$ cat src/rtl/memory_ctrl.sv
// memory_ctrl
//   Single-port memory of 2**ADDR_W words x DATA_W bits. Requests come in on a
//   valid/ready channel and are served one at a time through an IDLE/WAIT/ACCESS
//   state machine. WAIT_CYCLES wait states emulate slow storage. Each request
//   produces a one-cycle response pulse: read data or a write acknowledge.
//   Optional write protection of addresses 0..PROT_TOP-1 is enabled by defining
//   MEMORY_CTRL_WP_EN. Protected writes are dropped and answered with rsp_err=1.
//
// Parameters: DATA_W (1..64), ADDR_W, WAIT_CYCLES (0..15), PROT_TOP
// Ports:
//   CLK        in   clock, rising edge
//   RST        in   asynchronous active-low reset
//   req_valid  in   request present
//   req_ready  out  accepting requests (IDLE only)
//   req_write  in   1 = write, 0 = read
//   req_addr   in   word address
//   req_wdata  in   write data
//   rsp_valid  out  one-cycle response pulse
//   rsp_write  out  op type of the current response
//   rsp_rdata  out  read data; holds the last read value
//   rsp_err    out  error flag, qualified by rsp_valid
//   busy       out  high in WAIT and ACCESS
module memory_ctrl #(
  parameter int DATA_W      = 8,
  parameter int ADDR_W      = 8,
  parameter int WAIT_CYCLES = 0,
  parameter int PROT_TOP    = 16
) (
  input  logic              CLK,
  input  logic              RST,
  input  logic              req_valid,
  output logic              req_ready,
  input  logic              req_write,
  input  logic [ADDR_W-1:0] req_addr,
  input  logic [DATA_W-1:0] req_wdata,
  output logic              rsp_valid,
  output logic              rsp_write,
  output logic [DATA_W-1:0] rsp_rdata,
  output logic              rsp_err,
  output logic              busy
);

  localparam int DEPTH = 1 << ADDR_W;

  if (DATA_W < 1 || DATA_W > 64 || ADDR_W < 1 || ADDR_W > 30 ||
      WAIT_CYCLES < 0 || WAIT_CYCLES > 15 || PROT_TOP < 0 || PROT_TOP > DEPTH) begin : g_bad_params
    $error("memory_ctrl: parameter out of range");
  end

  typedef enum logic [1:0] {
    S_IDLE,
    S_WAIT,
    S_ACCESS
  } state_t;

  state_t            r_state;
  state_t            w_state_nxt;
  logic [3:0]        r_wait_cnt;
  logic              r_write;
  logic [ADDR_W-1:0] r_addr;
  logic [DATA_W-1:0] r_wdata;
  logic              r_rsp_valid;
  logic              r_rsp_write;
  logic [DATA_W-1:0] r_rsp_rdata;
  logic              r_rsp_err;
  logic [DATA_W-1:0] r_mem [DEPTH];

  logic              w_accept;
  logic              w_done;
  logic              w_prot;
  logic              w_mem_we;

`ifdef MEMORY_CTRL_WP_EN
  assign w_prot = (32'(r_addr) < 32'(PROT_TOP));
`else
  assign w_prot = 1'b0;
`endif

  assign w_mem_we = w_done & r_write & ~w_prot;

  always_ff @(posedge CLK or negedge RST) begin
    if (!RST) r_state <= S_IDLE;
    else      r_state <= w_state_nxt;
  end

  always_comb begin
    w_state_nxt = r_state;
    w_accept    = 1'b0;
    w_done      = 1'b0;
    req_ready   = 1'b0;
    busy        = 1'b1;
    case (r_state)
      S_IDLE: begin
        req_ready = 1'b1;
        busy      = 1'b0;
        if (req_valid) begin
          w_accept    = 1'b1;
          w_state_nxt = (WAIT_CYCLES > 0) ? S_WAIT : S_ACCESS;
        end
      end
      S_WAIT: begin
        if (r_wait_cnt == '0) w_state_nxt = S_ACCESS;
      end
      S_ACCESS: begin
        w_done      = 1'b1;
        w_state_nxt = S_IDLE;
      end
      default: w_state_nxt = S_IDLE;
    endcase
  end

  // Counter is loaded on acceptance, so WAIT lasts exactly WAIT_CYCLES cycles.
  always_ff @(posedge CLK or negedge RST) begin
    if (!RST) begin
      r_wait_cnt <= '0;
    end else if (w_accept) begin
      r_wait_cnt <= (WAIT_CYCLES > 0) ? 4'(WAIT_CYCLES - 1) : '0;
    end else if (r_state == S_WAIT && r_wait_cnt != '0) begin
      r_wait_cnt <= r_wait_cnt - 4'd1;
    end
  end

  always_ff @(posedge CLK or negedge RST) begin
    if (!RST) begin
      r_write <= 1'b0;
      r_addr  <= '0;
      r_wdata <= '0;
    end else if (w_accept) begin
      r_write <= req_write;
      r_addr  <= req_addr;
      r_wdata <= req_wdata;
    end
  end

  always_ff @(posedge CLK or negedge RST) begin
    if (!RST) begin
      r_rsp_valid <= 1'b0;
      r_rsp_write <= 1'b0;
      r_rsp_rdata <= '0;
      r_rsp_err   <= 1'b0;
    end else begin
      r_rsp_valid <= w_done;
      r_rsp_err   <= w_done & r_write & w_prot;
      if (w_done) r_rsp_write <= r_write;
      if (w_done && !r_write) r_rsp_rdata <= r_mem[r_addr];
    end
  end

  // Storage is not reset; an async reset forces IDLE so a pending write never lands.
  always_ff @(posedge CLK) begin
    if (w_mem_we) r_mem[r_addr] <= r_wdata;
  end

  assign rsp_valid = r_rsp_valid;
  assign rsp_write = r_rsp_write;
  assign rsp_rdata = r_rsp_rdata;
  assign rsp_err   = r_rsp_err;

endmodule
$ cat config.mk
export PLATFORM = sky130hd
export DESIGN_NAME = memory_ctrl
export DESIGN_NICKNAME = d
export VERILOG_FILES = /design/src/rtl/memory_ctrl.sv
export SDC_FILE = /design/constraint.sdc
export NUM_CORES = 2
export LEC_CHECK = 0
export BUFFER_PORTS_ARGS = -buffer_cell sky130_fd_sc_hd__buf_4
export CAP_MARGIN = 0
export CORE_MARGIN = 2
export CORE_UTILIZATION = 35
export DETAILED_ROUTE_END_ITERATION = 12
export MAX_ROUTING_LAYER = met4
export PLACE_DENSITY = 0.57
export SLEW_MARGIN = 20
export SYNTH_ARGS = -nofsm -noshare
export SYNTH_HDL_FRONTEND = slang
export SYNTH_SLANG_ARGS = --single-unit
$ cat constraint.sdc
create_clock -name CLK -period 5.41 [get_ports CLK]
set_input_delay 0.541 -clock CLK [delete_from_list [all_inputs] [get_ports CLK]]
set_output_delay 0.541 -clock CLK [all_outputs]
set_load 0.05 [all_outputs]
### Yosys cells after proc, flatten, opt, wreduce, memory -nomap -nowiden

Memory sizes are Yosys's and may differ from the RTL's. A register that Yosys moved wholly into a read port is not among the register bits.
Cells that the tools add are included.
W data, S select, Z words.

| operators by class | value |
|---|---|
| bitwise gates (word level) | 1 |
| reduce and logical (&&, ||, !) cells | 9 |
| multiplexer cells | 12 |
| magnitude comparators | 0 |
| equal/unequal tests | 4 |
| $add $sub $neg | 1 |
| divide/modulo/power cells | 0 |
| multipliers | 0 |
| shifts and indexed selects | 0 |

Operator list:

| kind | count |
|---|---|
| $mux W4 | 2 |
| $mux W1 | 7 |
| $logic_not A4 Y1 | 1 |
| $mux W2 | 2 |
| $ne A2 B2 Y1 const B | 2 |
| $pmux W2 S2 | 1 |
| $reduce_bool A4 Y1 | 1 |
| $sub A4 B1 Y4 const B | 1 |
| $eq A2 B1 Y1 const B | 1 |
| $eq A2 B2 Y1 const B | 1 |
| $logic_and A1 B1 Y1 | 2 |
| $logic_not A1 Y1 | 2 |
| $logic_not A2 Y1 | 1 |
| $reduce_and A2 Y1 | 1 |
| $reduce_bool A2 Y1 | 1 |
| $and A1 B1 Y1 | 1 |

| word-level totals | value |
|---|---|
| latch bits | 0 |
| ROM bits | 0 |
| output and inout port bits | 13 |
| memories kept | 1 |
| register bits after elaboration | 25 |
| bits in writable memories | 2048 |

Memories:

| name | depth | bits a word | rd ports | clocked after Yosys merged registers in | write ports | line | text |
|---|---|---|---|---|---|---|---|
| r_mem | 256 | 8 | 1 | 1 | 1 | 66 | `logic [DATA_W-1:0] r_mem [DEPTH];` |

### Logic depth before layout (Yosys ltp)

| depth | value |
|---|---|
| depth after elaboration | 5 |
| mapped depth | 13 |
| gate-level depth less buffers | 7 |

### Worst setup path before layout

Ideal clock, no wire load.

| path | value |
|---|---|
| path kind | reg-to-reg |
| start point | register r_wdata[0] |
| end point | memory r_mem[0][0], data pin |
| buffers on the path | 0 |
| cell stages (with the launch flop) | 1 |
| data required time | 4607 ps |
| clock period less this slack | 3984 ps |
| library setup time | 803 ps |
| setup slack | 1426 ps |
| arrival time | 3181 ps |
| cells stage by stage | dfrtp_1 |

RTL lines:

| what | line | text |
|---|---|---|
| start, declared | 61 | `logic [DATA_W-1:0] r_wdata;` |
| start signal, assigned | 131 | `r_wdata <= req_wdata;` |
| end, declared | 66 |  |

No word-level cell before the write port.

==> impl_metrics.env <==
export IMPL_status="completed"
export IMPL_max_slew_margin_rel_pct=23.3
export IMPL_rows=176
export IMPL_track_usage_pct=19.0
export IMPL_layout_setup_ws_ns=1.21
export IMPL_final_nets=3984
export IMPL_finalClockSkew_ns=0.0565
export IMPL_gp_congestion=0.851
export IMPL_coreArea_um2=230000
export IMPL_critPathRequiredTime_ns=6.13
export IMPL_grt_max_degree=203
export IMPL_clockBufferDepth=3
export IMPL_num_vias=39800
export IMPL_detail_route_wl_per_cell_um=30.6
export IMPL_cts_root_buf="clkbuf_16"
export IMPL_synth_ff_type="edfxtp_1"
export IMPL_drtIter0Drc=5097
export IMPL_period_share_pct=77.6
export IMPL_place_ws_ns=1.16
export IMPL_remaining_drc_errors=0
export IMPL_die_y_um=484
export IMPL_arrival_ns=4.92
export IMPL_clock_sinks=2076
export IMPL_r2r_end="rsp_rdata[0]$_DFFE_PN0P_"
export IMPL_ys_warn_count=0
export IMPL_layout_drive_gt1_share_pct=24.9
export IMPL_overflow=0
export IMPL_cts_inserted_buffers=208
export IMPL_die_area_um2=234000
export IMPL_path_max_fanout=39
export IMPL_avgSynthCellArea_um2=21.4
export IMPL_worst_pin_slew_ns=1.15
export IMPL_timing_fmax_mhz=238
export IMPL_r2r_slack_ns=1.21
export IMPL_reg2reg_from="r_addr[0]$_DFFE_PN0P_"
export IMPL_max_stage_delay_ns=1.07
export IMPL_path_buf_inv=4
export IMPL_post_dp_hpwl_um=133000
export IMPL_syn_area_um2=80700
export IMPL_finalMaxSlewViolations=0
export IMPL_syn_to_final_growth_pct=13.9
export IMPL_post_cts_buffers=0
export IMPL_clock_latency_ns=0.87
export IMPL_port_buffer_count=31
export IMPL_synth_seq_cells=2076
export IMPL_yosysUniqueCellTypes=62
export IMPL_path_cells="buf_12, buf_12, buf_12, mux4_2, mux2i_1, nor3_1, nor4_1, buf_4, nand3_1, a211oi_1, nor3_1"
export IMPL_yosysSeqAreaShare_pct=77.1
export IMPL_power_leakage_uw=0.0282
export IMPL_htree_levels=4
export IMPL_power_density_nw_per_um2=406
export IMPL_cts_tree="done"
export IMPL_cp_slowest_cell="dfrtp_4"
export IMPL_wl_um=220000
export IMPL_path_clk_slew_ns=0.06
export IMPL_critPathKind="reg -> reg"
export IMPL_whs_path_depth=2
export IMPL_grt_pass1_wl_um=310000
export IMPL_ir_worst_vdd_mv=0.356
export IMPL_start_util_pct=35.1
export IMPL_grt_pass1_vias=39700
export IMPL_antenna_found_initial=6
export IMPL_vias_per_cell=5.56
export IMPL_hp_class="in -> reg"
export IMPL_die_x_um=484
export IMPL_pin_count=33
export IMPL_cp_top_family="flip-flops"
export IMPL_grt_setup_unrepaired="false"
export IMPL_drt_pass1_iter_count=6
export IMPL_rr_worst_depth=11
export IMPL_syn_inst=3779
export IMPL_critPathMostFrequentCell="buf_12"
export IMPL_finalCriticalPeriod_ns=4.20
export IMPL_synth_edff_count=2048
export IMPL_synthesis_nets=3799
export IMPL_finalSetupViolCount=0
export IMPL_async_flop_share_pct=1.35
export IMPL_holdPathEnd="r_state[1]$_DFFE_PN0P_"
export IMPL_setup_tns_ns=0
export IMPL_hold_violations=0
export IMPL_maxCapViolCount=0
export IMPL_hp_start="req_valid"
export IMPL_detail_route_antenna_nets=0
export IMPL_cp_end_kind="flip-flop"
export IMPL_startpoint_type="flip-flop"
==> where the power goes <==
part	leakage, µW	total (µW)	internal, µW	switching (µW)
registers	0.0187	18600	18300	368
clock network	0.00327	14300	8020	6230
logic	0.00620	4450	1580	2880
==> sequential cells by signal, summed over array words and instances, names as in the netlist <==
register   cells
rsp_write      1
r_write        1
rsp_valid      1
r_addr         8
r_mem       2048
r_state        1
r_wdata        8
rsp_rdata      8
==> worst max-delay path by stage <==
stage / to / start / cells past startpoint / slack [ns]
final: rsp_rdata[0]$_DFFE_PN0P_ / r_addr[0]$_DFFE_PN0P_ / 11 / 1.21
after floorplan: r_mem[0][0]$_DFFE_PP_ / r_wdata[0]$_DFFE_PN0P_ / 0 / 1.43
after detailed placement: rsp_rdata[0]$_DFFE_PN0P_ / r_addr[0]$_DFFE_PN0P_ / 11 / 1.16
after CTS: rsp_rdata[0]$_DFFE_PN0P_ / r_addr[0]$_DFFE_PN0P_ / 11 / 1.18
after global placement: rsp_rdata[0]$_DFFE_PN0P_ / r_addr[0]$_DFFE_PN0P_ / 11 / 1.18
after global routing: rsp_rdata[0]$_DFFE_PN0P_ / r_addr[0]$_DFFE_PN0P_ / 11 / 1.09
==> kinds of logic after synthesis <==
| family | count (synthesis) | share of synthesized area [%] |
|---|---|---|
| muxes | 652 | 15.9 |
| DFF | 2076 | 77.1 |
| other | 1 | 0.00465 |
| and+or+nand+nor | 542 | 2.93 |
| buffers and inverters | 237 | 1.68 |
| AOI/OAI and AO/OA | 271 | 2.41 |
==> synthesized netlist by cell type (all sizes together), types with 10 or more instances <==
cell type	number	area, µm²
edfxtp	2048	61500
mux4	500	11300
nor2	295	1110
buf	140	992
mux2i	124	1240
clkbuf	92	345
a22oi	86	646
nand2	82	308
a21oi	44	220
nand3	44	220
nor3	41	205
dfrtp	28	701
mux2	28	315
nor2b	28	175
o21ai	21	105
a211oi	18	135
o22ai	15	93.8
a22o	13	114
a2111oi	12	105
o221ai	12	105
nand2b	11	68.8
o211ai	10	75.1
==> final cells by class <==
type | instances | area, µm²
inverters | 5 | 18.8
flip-flops and latches | 2076 | 62200
clock buffers | 273 | 5530
diodes | 2 | 5.00
multi-input cells | 1466 | 17200
repair buffers | 207 | 1900
fillers | 20200 | 138000
clock inverters | 115 | 1240
well taps | 3026 | 3790
==> layer usage <==
| layer | global-route usage, % | vias to the layer above | part of all wire [%] |
|---|---|---|---|
| met4 | 5.65 | 0 | 3.0 |
| met3 | 3.25 | 321 | 7.7 |
| li1 | - | 16200 | - |
| met2 | 29.3 | 1770 | 47 |
| met1 | 26.0 | 21600 | 42 |
| met5 | - | - | 0 |
==> metrics by stage <==
step	util, %	area (µm²)	hold slack (ns)	total power, µW	std cells
finish	40.0	92000	0.145	37300	7170
global route	40.0	92000	0.121	38400	7170
CTS	40.0	91900	0.0991	37600	7168
detailed placement	37.0	85000	0.539	23400	6762
global placement	37.0	85000	0.523	23400	6762
floorplan	-	80700	0.245	21600	3779
==> placed cells by master (no fill, tap or decap), types with 12 or more instances in the layout <==
cell	netlist	layout
a2111oi_0	12	12
a211oi_1	18	18
a21oi_1	44	44
a22o_1	13	13
a22oi_1	86	86
buf_12	0	24
buf_4	35	165
bufinv_16	0	16
clkbuf_1	92	58
clkbuf_16	0	209
clkinv_1	3	40
clkinv_2	0	34
dfrtp_1	28	14
dfrtp_4	0	13
dlygate4sd3_1	0	18
edfxtp_1	2048	2048
mux2_2	28	28
mux2i_1	124	124
mux4_2	492	492
nand2_1	82	81
nand3_1	44	44
nor2_1	295	288
nor2b_1	28	23
nor3_1	41	41
o21ai_0	21	21
o221ai_1	12	12
o22ai_1	15	15
==> what timing repair did <==
action | CTS | global route
hold buffers | 18 | 0
gates resized for setup | 0 | 0
endpoints found under the hold margin | 45 | 0
(Power assumes the default switching activity.)
